File: src/rtl/countdown_timer_pkg.sv
// Shared types and defaults for the countdown timer.
package countdown_timer_pkg;

    localparam int DEFAULT_WIDTH = 8;

    typedef enum logic [0:0] {
        IDLE = 1'b0,
        RUN  = 1'b1
    } state_t;

endpackage

File: src/rtl/countdown_timer.sv
// Loadable down-counter with a one-cycle registered expiry pulse.
// Optional feature macro: COUNTDOWN_TIMER_AUTORELOAD_EN. When it is defined,
// expiry restarts the count from the last loaded value and the timer stays in
// RUN until abort or reset. Without it, the timer returns to IDLE on expiry and
// no reload register is built.
//
// state | meaning
// IDLE  | waiting for a load; load_ready=1
// RUN   | counting down while enable=1; abort or expiry leaves
module countdown_timer
    import countdown_timer_pkg::*;
#(
    parameter int WIDTH = DEFAULT_WIDTH
) (
    input  logic             clk,
    input  logic             reset_n,
    input  logic             enable,
    input  logic             abort,
    input  logic             load_valid,
    input  logic [WIDTH-1:0] load_value,
    output logic             load_ready,
    output logic [WIDTH-1:0] count,
    output logic             busy,
    output logic             done
);

    state_t           state_q, state_d;
    logic [WIDTH-1:0] count_q, count_d;
    logic             done_q, done_d;
`ifdef COUNTDOWN_TIMER_AUTORELOAD_EN
    logic [WIDTH-1:0] reload_q, reload_d;
`endif

    // Next-state, next-count and expiry pulse.
    always_comb begin
        state_d = state_q;
        count_d = count_q;
        done_d  = 1'b0;
`ifdef COUNTDOWN_TIMER_AUTORELOAD_EN
        reload_d = reload_q;
`endif
        case (state_q)
            IDLE: begin
                if (load_valid) begin
                    count_d = load_value;
`ifdef COUNTDOWN_TIMER_AUTORELOAD_EN
                    reload_d = load_value;
`endif
                    // A zero load expires at once without ever entering RUN.
                    if (load_value == '0) begin
                        done_d = 1'b1;
                    end else begin
                        state_d = RUN;
                    end
                end
            end
            RUN: begin
                if (abort) begin
                    count_d = '0;
                    state_d = IDLE;
                end else if (enable) begin
                    if (count_q == WIDTH'(1)) begin
                        count_d = '0;
                        done_d  = 1'b1;
`ifndef COUNTDOWN_TIMER_AUTORELOAD_EN
                        state_d = IDLE;
`endif
                    end else if (count_q == '0) begin
                        // Count shows 0 for one cycle after expiry before
                        // restarting; without reload this point is unreachable
                        // and simply parks the timer.
`ifdef COUNTDOWN_TIMER_AUTORELOAD_EN
                        count_d = reload_q;
`else
                        state_d = IDLE;
`endif
                    end else begin
                        count_d = count_q - WIDTH'(1);
                    end
                end
            end
            default: begin
                state_d = IDLE;
                count_d = '0;
            end
        endcase
    end

    // State, count and pulse registers with asynchronous clear.
    always_ff @(posedge clk or negedge reset_n) begin
        if (!reset_n) begin
            state_q <= IDLE;
            count_q <= '0;
            done_q  <= 1'b0;
        end else begin
            state_q <= state_d;
            count_q <= count_d;
            done_q  <= done_d;
        end
    end

`ifdef COUNTDOWN_TIMER_AUTORELOAD_EN
    // Last accepted load value, restored on each expiry.
    always_ff @(posedge clk or negedge reset_n) begin
        if (!reset_n) begin
            reload_q <= '0;
        end else begin
            reload_q <= reload_d;
        end
    end
`endif

    assign load_ready = (state_q == IDLE);
    assign busy       = (state_q == RUN);
    assign count      = count_q;
    assign done       = done_q;

endmodule

File: config.mk
export PLATFORM = sky130hd
export DESIGN_NAME = countdown_timer
export DESIGN_NICKNAME = d
export VERILOG_FILES = /design/src/rtl/countdown_timer_pkg.sv /design/src/rtl/countdown_timer.sv
export SDC_FILE = /design/constraint.sdc
export NUM_CORES = 1
export LEC_CHECK = 0
export CORE_AREA = 2 2 43 45
export CTS_CLUSTER_SIZE = 14
export DETAILED_ROUTE_END_ITERATION = 8
export DIE_AREA = 0 0 45 47
export GPL_ROUTABILITY_DRIVEN = 1
export PLACE_DENSITY_LB_ADDON = 0.25
export SETUP_SLACK_MARGIN = 0.05
export SLEW_MARGIN = 40
export SYNTH_ARGS = -nofsm -noshare
export SYNTH_HDL_FRONTEND = slang
export SYNTH_SLANG_ARGS = --single-unit
File: constraint.sdc
create_clock -name clk -period 3.94 [get_ports clk]
set_clock_uncertainty 0.2 [all_clocks]
set_input_delay 0.788 -clock clk [delete_from_list [all_inputs] [get_ports clk]]
set_output_delay 0.788 -clock clk [all_outputs]
set_load 0.02 [all_outputs]
==> flow_metrics.py <==
metrics = {
    "grt": {
        "grt_pass1_vias": 645,
        "overflow": 0,
        "gr-usage-all-layers_pct": 20.1,
        "grt_max_degree": 14,
        "antenna_found_initial": 0,
        "grt_pass1_wl_um": 3040,
    },
    "clocking": {
        "cts_root_buf": "clkbuf_4",
        "cts_tree": "yes",
        "cts_buffers": 3,
        "cts.clk_slew.worst_paths_ns": 0.07,
        "htreeDepth": 1,
        "cts_buffer_depth": 2,
        "worstSkewPairLatency_ns": 0.27,
        "hold_buffers": 0,
        "cts_sinks": 10,
        "postCtsSetupBuffers": 0,
        "ctsResizeCount": 0,
    },
    "synthesis": {
        "post_synth.cell_area_avg_um2": 9.91,
        "synth_most_common_cell": "dfrtp_1",
        "synth_warnings": 0,
        "netlist_area_um2": 743,
        "synth.area.mux_share_pct": 1.52,
        "syn-num-nets": 91,
        "ys_types": 35,
        "synth-simple-area-share_pct": 23.7,
        "synth_xor_area_share_pct": 0,
        "async_flop_share_pct": 100,
        "post-synth-top-area-cell": "dfrtp_1",
        "synth_edf_count": 0,
        "synthAdderAreaFrac_pct": 5.05,
        "syn_inst": 75,
        "synth-compound-area-share_pct": 29.5,
        "synth_area_leaders": "dfrtp_1, a22o_1, o211ai_1",
        "netlist_top_cells_count": "dfrtp_1, a22o_1, o211ai_1, inv_1, o2bb2ai_1",
        "synth_top_area_share_pct": 33.7,
        "synth_top_family_by_area": "compound AO/OA/AOI/OAI gates",
        "yosysSeqAreaShare_pct": 33.7,
        "synth_flop_cell": "dfrtp_1",
        "ys_seq_elements": 10,
    },
    "sta": {
        "layout_min_cycle_time_ns": 2.67,
        "worst_slew_pin_slew_ns": 0.524,
        "rsz0062_at_grt": "no",
        "fin_tns_setup_ns": 0,
        "whs_ns": 0.373,
        "setup_viol": 0,
        "relSlewSlack_pct": 64.7,
        "final_hold_viol_count": 0,
        "clock.fmax_mhz": 375,
        "drv_slew": 0,
        "fin_crit_sh_pct": 67.7,
    },
    "setup_path": {
        "cp_slowest_cell": "clkdlybuf4s50_1",
        "path_cells": "clkinv_1 > clkdlybuf4s50_1",
        "cp_max_fo": 9,
        "cp_data_arrival_time_ns": 1.68,
        "critPathRequiredTime_ns": 2.95,
        "start_kind": "flop",
        "end_kind": "output port",
        "critPathKind": "flop to output port",
        "max_stage_delay_ns": 0.63,
        "cp.buffers_inverters": 2,
        "crit_family": "buffers and inverters",
    },
    "hold_path": {
        "hp-class": "flop to flop",
    },
    "pwr": {
        "p_per_area_mw_per_mm2": 774,
        "ir_worst_vdd_mv": 0.410,
        "intPower_uw": 411,
        "switching_power_uw": 353,
        "comb_power_share_pct": 61.5,
        "clkPwrFrac_pct": 9.4,
        "switching_share_pct": 46.2,
        "power.leakage_uw": 0.000390,
        "seqPwrFrac_pct": 29.1,
    },
    "layout": {
        "antenna_cells": 0,
        "area_growth_pct": 32.8,
        "drive_above_1_share_pct": 9.28,
        "final_nets": 115,
    },
    "route": {
        "drt_iter0_drc": 24,
        "viasPerCell": 6.18,
        "wirelength_um": 1840,
        "remaining_drc_errors": 0,
        "postRouteAntennaNets": 0,
        "wl_per_cell_um": 16.1,
        "first_pass_iters": 4,
        "vias": 704,
    },
    "placed_design": {
        "dp_hpwl_um": 1330,
        "finalWeightedCongestion": 0.883,
        "io_buffers": 23,
    },
    "floorplan": {
        "die_h_um": 47,
        "dieArea_mm2": 0.00212,
        "num_io_pins": 24,
        "initial_utilization_pct": 45.0,
        "die_w_um": 45,
        "core_area_mm2": 0.00165,
        "rows": 15,
    },
    "status": {
        "status": "finished, final reports clean",
    },
    "flow_run": {
        "maxCapViolCount": 0,
    },
}
-- placed cells by master (no fill, tap or decap) --
cell type / instances
clkdlybuf4s50_1: 23
dfrtp_1: 10
o211ai_1: 6
a22o_1: 6
inv_1: 4
o2bb2ai_1: 4
nor4_1: 3
ha_1: 3
clkbuf_4: 3
or3b_2: 2
nand2b_1: 2
o41ai_1: 2
nor2_1: 2
nand2_1: 2
nand3_1: 2
or4_1: 2
nor3_1: 2
a21oi_1: 2
or4_4: 1
clkinv_1: 1
nand4_1: 1
o21bai_4: 1
nor4_2: 1
and3_1: 1
o221ai_1: 1
nor3b_1: 1
nand4_2: 1
o22a_1: 1
and2_0: 1
o32ai_1: 1
and2_1: 1
o21ai_0: 1
a2bb2oi_1: 1
nor4b_1: 1
mux2_1: 1
-- worst paths after layout --
path	startpoint	to	slack (ns)	depth (start not counted)
max in group asynchronous	reset_n	count[3]	2.57	1
worst max register to register	count[0]	count[6]	1.70	6
worst max-delay path	busy	load_ready	1.27	2
worst min register to register	count[7]	count[7]	0.37	1
worst min-delay path	count[7]	count[7]	0.37	1
min in group asynchronous	reset_n	done	0.64	1
-- layout make-up --
class	count	area [µm²]
flip-flops and latches	10	250
multi-input cells	56	444
clock buffers	3	22.5
fillers	148	664
inverters	5	18.8
repair buffers	23	230
well taps	17	21.3
-- routing by layer --
metal  routed length [µm]  GRT usage (%)  vias to the layer above
li1                     -              -                      347
met4                   22           8.24                        0
met1                  823           28.5                      327
met2                  883           30.0                       26
met5                    0              0                        -
met3                  109           3.85                        4
-- worst register-to-register path, delay by kind of cell, from the launching register on --
family,cells,cell delay [ns]
AO/OA/AOI/OAI,2,0.29
adder cells (fa/ha/maj),1,0.22
buffers and inverters,1,0.12
flip-flops,1,0.45
AND/OR/NAND/NOR,2,0.90
-- power groups by stage --
stage,logic [µW],clock network (µW),registers (µW)
final,470,71.7,222
after global routing,511,76.2,231
after CTS,471,73.0,220
after detailed placement,467,0,221
after global placement,472,0,220
after floorplan,283,0,251
-- cell families after synthesis --
kind of cell	after synthesis
multiplexers	1
flip-flops	10
buffers and inverters	9
adder cells (fa/ha/maj)	3
AO/OA/AOI/OAI	26
AND/OR/NAND/NOR	26
-- stage by stage --
| stage | utilization, % | power [µW] | std cells | worst slack, ns | area [µm²] |
|---|---|---|---|---|---|
| floorplan | - | 534 | 75 | 1.74 | 743 |
| global placement | 58.4 | 691 | 111 | 1.29 | 965 |
| detailed placement | 58.4 | 688 | 111 | 1.23 | 965 |
| CTS | 59.8 | 764 | 114 | 1.29 | 987 |
| global route | 59.8 | 818 | 114 | 1.21 | 987 |
| finish | 59.8 | 764 | 114 | 1.27 | 987 |
-- registers in the layout, summed over array words and instances, names as in the netlist --
name and flops:
done 1, count 8, busy 1
No activity file was read; power rests on OpenSTA's default activity.
